==> src/rtl/i2c_slave_bridge.sv <==
// Clock-domain bridge for the I2C slave: synchronises start/address-match, turns
// each addressed transaction into a valid/ready command frame, and stages read-back data.
module i2c_slave_bridge #(
   parameter int SYNC_STAGES   = 2,
   parameter int SETTLE_CYCLES = 2
) (
   input  logic        clk,
   input  logic        nreset,
   input  logic        i2c_start,
   input  logic        i2c_addr_nm,
   input  logic [39:0] i2c_wr_data,
   output logic [39:0] i2c_rd_data,
   output logic        cmd_valid,
   input  logic        cmd_ready,
   output logic [39:0] cmd_data,
   input  logic        rsp_load,
   input  logic [39:0] rsp_data,
   output logic        overrun,
   input  logic        overrun_clr,
   output logic [7:0]  txn_count,
   output logic        busy
);

   localparam int CW = $clog2(SETTLE_CYCLES + 1);

   typedef enum logic [2:0] {
      WAIT_IDLE,
      IDLE,
      ACTIVE,
      SETTLE,
      CAPTURE
   } state_t;

   state_t                 state_q, state_d;
   logic [SYNC_STAGES-1:0] start_sync_q, nm_sync_q;
   logic                   start_s, nm_s;
   logic [CW-1:0]          settle_q, settle_d;
   logic                   cmd_valid_q, cmd_valid_d;
   logic [39:0]            cmd_data_q, cmd_data_d;
   logic                   overrun_q, overrun_d;
   logic [7:0]             txn_count_q, txn_count_d;
   logic [39:0]            rd_data_q, rd_data_d;
   logic [39:0]            pend_q, pend_d;
   logic                   pend_vld_q, pend_vld_d;
   logic                   capture_ok, capture_drop, apply_rsp;

   always_ff @(posedge clk or negedge nreset) begin
      if (!nreset) begin
         start_sync_q <= '1;
         nm_sync_q    <= '1;
      end else begin
         start_sync_q <= {start_sync_q[SYNC_STAGES-2:0], i2c_start};
         nm_sync_q    <= {nm_sync_q[SYNC_STAGES-2:0], i2c_addr_nm};
      end
   end

   assign start_s = start_sync_q[SYNC_STAGES-1];
   assign nm_s    = nm_sync_q[SYNC_STAGES-1];

   always_ff @(posedge clk or negedge nreset) begin
      if (!nreset) begin
         state_q     <= WAIT_IDLE;
         settle_q    <= '0;
         cmd_valid_q <= 1'b0;
         cmd_data_q  <= '0;
         overrun_q   <= 1'b0;
         txn_count_q <= '0;
         rd_data_q   <= '0;
         pend_q      <= '0;
         pend_vld_q  <= 1'b0;
      end else begin
         state_q     <= state_d;
         settle_q    <= settle_d;
         cmd_valid_q <= cmd_valid_d;
         cmd_data_q  <= cmd_data_d;
         overrun_q   <= overrun_d;
         txn_count_q <= txn_count_d;
         rd_data_q   <= rd_data_d;
         pend_q      <= pend_d;
         pend_vld_q  <= pend_vld_d;
      end
   end

   always_comb begin
      state_d  = state_q;
      settle_d = settle_q;
      unique case (state_q)
         WAIT_IDLE: if (!start_s) state_d = IDLE;
         IDLE:      if (start_s) state_d = ACTIVE;
         ACTIVE: begin
            if (!start_s) begin
               state_d  = SETTLE;
               settle_d = CW'(SETTLE_CYCLES);
            end
         end
         SETTLE: begin
            // Leaving on the count of 1 makes the last settle cycle the one before CAPTURE.
            if (start_s) begin
               state_d = ACTIVE;
            end else begin
               settle_d = settle_q - CW'(1);
               if (settle_q == CW'(1)) state_d = CAPTURE;
            end
         end
         CAPTURE:   state_d = IDLE;
         default:   state_d = WAIT_IDLE;
      endcase
   end

   assign capture_ok   = (state_q == CAPTURE) && !nm_s && (!cmd_valid_q || cmd_ready);
   assign capture_drop = (state_q == CAPTURE) && !nm_s && cmd_valid_q && !cmd_ready;
   // Read-back data only moves while the synchronised bus is idle and no start is seen.
   assign apply_rsp    = pend_vld_q && !start_s && ((state_q == IDLE) || (state_q == WAIT_IDLE));

   always_comb begin
      cmd_valid_d = cmd_valid_q;
      cmd_data_d  = cmd_data_q;
      txn_count_d = txn_count_q;
      overrun_d   = overrun_q;
      if (capture_ok) begin
         cmd_valid_d = 1'b1;
         cmd_data_d  = i2c_wr_data;
         txn_count_d = txn_count_q + 8'd1;
      end else if (cmd_valid_q && cmd_ready) begin
         cmd_valid_d = 1'b0;
      end
      if (capture_drop)     overrun_d = 1'b1;
      else if (overrun_clr) overrun_d = 1'b0;
   end

   always_comb begin
      rd_data_d  = rd_data_q;
      pend_d     = pend_q;
      pend_vld_d = pend_vld_q;
      if (apply_rsp) begin
         rd_data_d  = pend_q;
         pend_vld_d = 1'b0;
      end
      if (rsp_load) begin
         pend_d     = rsp_data;
         pend_vld_d = 1'b1;
      end
   end

   assign i2c_rd_data = rd_data_q;
   assign cmd_valid   = cmd_valid_q;
   assign cmd_data    = cmd_data_q;
   assign overrun     = overrun_q;
   assign txn_count   = txn_count_q;
   assign busy        = (state_q != IDLE);

endmodule

==> config.mk <==
export PLATFORM = sky130hd
export DESIGN_NAME = i2c_slave_bridge
export DESIGN_NICKNAME = d
export VERILOG_FILES = /design/src/rtl/i2c_slave_bridge.sv
export SDC_FILE = /design/constraint.sdc
export NUM_CORES = 1
export LEC_CHECK = 0
export ABC_AREA = 1
export BUFFER_PORTS_ARGS = -buffer_cell sky130_fd_sc_hd__buf_2
export CORE_UTILIZATION = 54
export CTS_CLUSTER_DIAMETER = 60
export DETAILED_ROUTE_END_ITERATION = 10
export GPL_ROUTABILITY_DRIVEN = 0
export GPL_TIMING_DRIVEN = 0
export PLACE_DENSITY = 0.82
export SETUP_SLACK_MARGIN = 0.1
export SLEW_MARGIN = 20
export SYNTH_ARGS = -nofsm -noshare
export SYNTH_HDL_FRONTEND = slang
export SYNTH_SLANG_ARGS = --single-unit
export TNS_END_PERCENT = 50
==> constraint.sdc <==
create_clock -name clk -period 1.9 [get_ports clk]
set_input_delay 0.095 -clock clk [delete_from_list [all_inputs] [get_ports clk]]
set_output_delay 0.095 -clock clk [all_outputs]
set_load 0.005 [all_outputs]
==> flow_summary.toml <==
[final_layout]
areaGrowthSynthToFinish_pct = 47.6
drive_gt1_frac = 0.261
instances_no_fill = 1010
fillers = 522
design_area_um2 = 7960
insertedDiodeCount = 0
nets = 953

[grt]
grtUsageTotal = 0.329
grt_pass1_wl_um = 25400
grt_max_degree = 89
grt_overflow = 0
first_global_vias = 5428
antenna_found_initial = 0

[outcome]
status = "completed"

[setup_path]
regToRegEndpoint = "cmd_data[10]"
start_kind = "register"
path_class = "reg -> reg"
worstSetupEndpointType = "register"
r2r_cells = 7
worstPathBufferInverterCount = 3
critPathArrivalTime_ns = 2.07
slowest_stage = "dfrtp_1"
crit_path_frequent_cell = "nand2_1"
critPathMaxStageDelay_ns = 0.36
critPathRequiredTime_ns = 2.35
cp_top_family = "simple AND/OR/NAND/NOR gates"
crit_path_max_fanout = 10
crit_chain = "buf_2, nor2_2, nand3_4, inv_2, buf_4, nand2_1, nand2_1"
rr_startpoint = "state_q[0]"
rrSetupSlack_ns = 0.28

[clocking]
cts_tree = "built"
cts-root-buf = "clkbuf_8"
cts_resized = 0
htree_levels = 4
clock_sinks = 140
cts_hold_buf = 87
clk_pin_slew_worst_paths_ns = 0.06
numCtsBuffers = 17
clk_latency_ns = 0.52
clk_path_buf_depth = 2
post-cts-setup-buffers = 0

[pwr]
leakage_nw = 4.31
power_switching_mw = 3.39
p_int_mw = 7.20
switching_share = 0.320
power.density_nw_per_um2 = 1330
power.share.clock = 0.321
ir_drop_v = 0.000823
power_frac_seq = 0.417
combPwrFrac = 0.262

[place]
post-place-ws_ns = 0.399
dp_hpwl_um = 8790
port-buffer-count = 176
placed_cell_area_um2 = 6480
placed_cells = 891

[synthesis]
ys_seq_area_frac = 0.651
synth_area_um2 = 5390
synth_cell_types = 26
yosys-top-cells-area = "dfrtp_1 (63%), nand2_1 (17%), o21ai_0 (7.9%)"
yosys.area.top_type_share = 0.631
yosysWarnings = 0
syn_avg_cell_area_um2 = 9.28
yosysTopAreaCell = "dfrtp_1"
ys_seq_elements = 140
synth_cells = 581
syn_nets = 670

[die]
rows = 36
die_area_um2 = 10400
die_x_um = 102
die_height_um = 102
io_pins = 178
core_area_um2 = 9730
start_util = 0.554

[sta]
hold_violations = 0
min_period_ns = 1.62
grt_setup_unrepaired = "no"
slew_violations = 0
slew_headroom = 0.680
min_period_over_period = 0.855
setup-tns-final_ns = 0
fin_skew_ns = 0.0112
setup_viol = 0
fin_ws_ns = 0.275
tightest_slew_ns = 0.480
fmax_mhz = 616
fin_hold_ws_ns = 0.0744

[route]
ant_nets = 0
via_per_inst = 5.20
wire_per_inst_um = 16.2
drt-initial-drc-count = 253
vias = 5256
drc = 0
dr.pass1.iters = 5
wirelength_um = 16400

[min_path]
hold_path_class = "in -> async"

[job]
cap_violations = 0
-- registers in the layout, indices dropped and copies added (netlist names) --
signal / flops
cmd_data: 40
cmd_valid: 1
i2c_rd_data: 40
nm_sync_q: 2
overrun: 1
pend_q: 40
pend_vld_q: 1
settle_q: 2
start_sync_q: 2
state_q: 3
txn_count: 8
-- Yosys cell counts --
cell and n:
a21oi_1 1, o21ai_1 1, nor3_1 2, clkbuf_1 17
dfstp_2 4, ha_1 2, nand3b_1 3, nand2_1 241
buf_2 5, mux2i_1 1, buf_4 4, o22ai_1 1
dfrtp_1 136, o31ai_1 1, xor2_1 1, nand3_1 6
nor2_1 7, nor2_2 2, nand3_2 1, o21ai_0 85
nand4_1 2, inv_2 2, inv_1 53, buf_6 1
a21o_1 1, nand3_4 1
-- cells by family after synthesis --
| kind of cell | count (synthesis) | synth area share |
|---|---|---|
| AOI/OAI and AO/OA | 90 | 0.0847 |
| xor gates and xnor gates | 1 | 0.00162 |
| adders and majority gates | 2 | 0.00464 |
| buffers and inverters | 82 | 0.0624 |
| DFF | 140 | 0.651 |
| muxes | 1 | 0.00186 |
| and+or+nand+nor | 265 | 0.194 |
-- stage by stage --
step | utilization | total power [mW]
3_5_place_dp | 0.666 | 6.85
2_1_floorplan | - | 5.54
6_report | 0.818 | 10.6
3_3_place_gp | 0.662 | 6.70
4_1_cts | 0.818 | 10.4
5_1_grt | 0.818 | 11.2
-- final cells by class --
type	instances	area [um^2]	area share
Buffer	27	130	0.0164
Clock buffer	17	414	0.0520
Clock inverter	15	196	0.0247
Inverter	55	206	0.0259
Multi-Input combinational cell	359	1550	0.194
Sequential cell	140	3510	0.441
Tap cell	133	166	0.0209
Timing Repair Buffer	264	1790	0.225
-- per-layer routing --
| metal | vias to the layer above | part of all wire | GRT usage |
|---|---|---|---|
| li1 | 2371 | - | - |
| met1 | 2524 | 0.37 | 0.366 |
| met2 | 302 | 0.50 | 0.558 |
| met3 | 59 | 0.093 | 0.107 |
| met4 | 0 | 0.034 | 0.191 |
| met5 | - | 0 | 0 |
-- how the worst max path moves through the flow --
stage          cells past startpoint       startpoint              to
2_1_floorplan                      8       state_q[0]    txn_count[3]
3_3_place_gp                       1           nreset      pend_q[21]
3_5_place_dp                       4  start_sync_q[1]  i2c_rd_data[3]
4_1_cts                            5       state_q[0]         overrun
5_1_grt                            7       state_q[0]    cmd_data[10]
6_report                           7       state_q[0]    cmd_data[10]
-- cells in the final DEF (no fill, tap or decap), drive strengths merged, types with 2 or more instances in the layout --
cell / n
o21ai: 86
ha: 2
nor3: 2
clkinvlp: 4
inv: 57
clkbuf: 34
nand3b: 3
dfrtp: 136
dlygate4sd3: 87
bufinv: 4
dfstp: 4
nand4: 2
clkinv: 5
nand2: 241
buf: 187
nand3: 8
nor2: 9
-- power groups by stage --
stage	clock network (mW)	logic [mW]	registers [mW]
final	3.40	2.77	4.42
after global routing	3.56	3.10	4.50
after CTS	3.43	2.64	4.34
after detailed placement	0	2.48	4.37
after global placement	0	2.36	4.34
after floorplan	0	1.12	4.43
(Power assumes the default switching activity.)
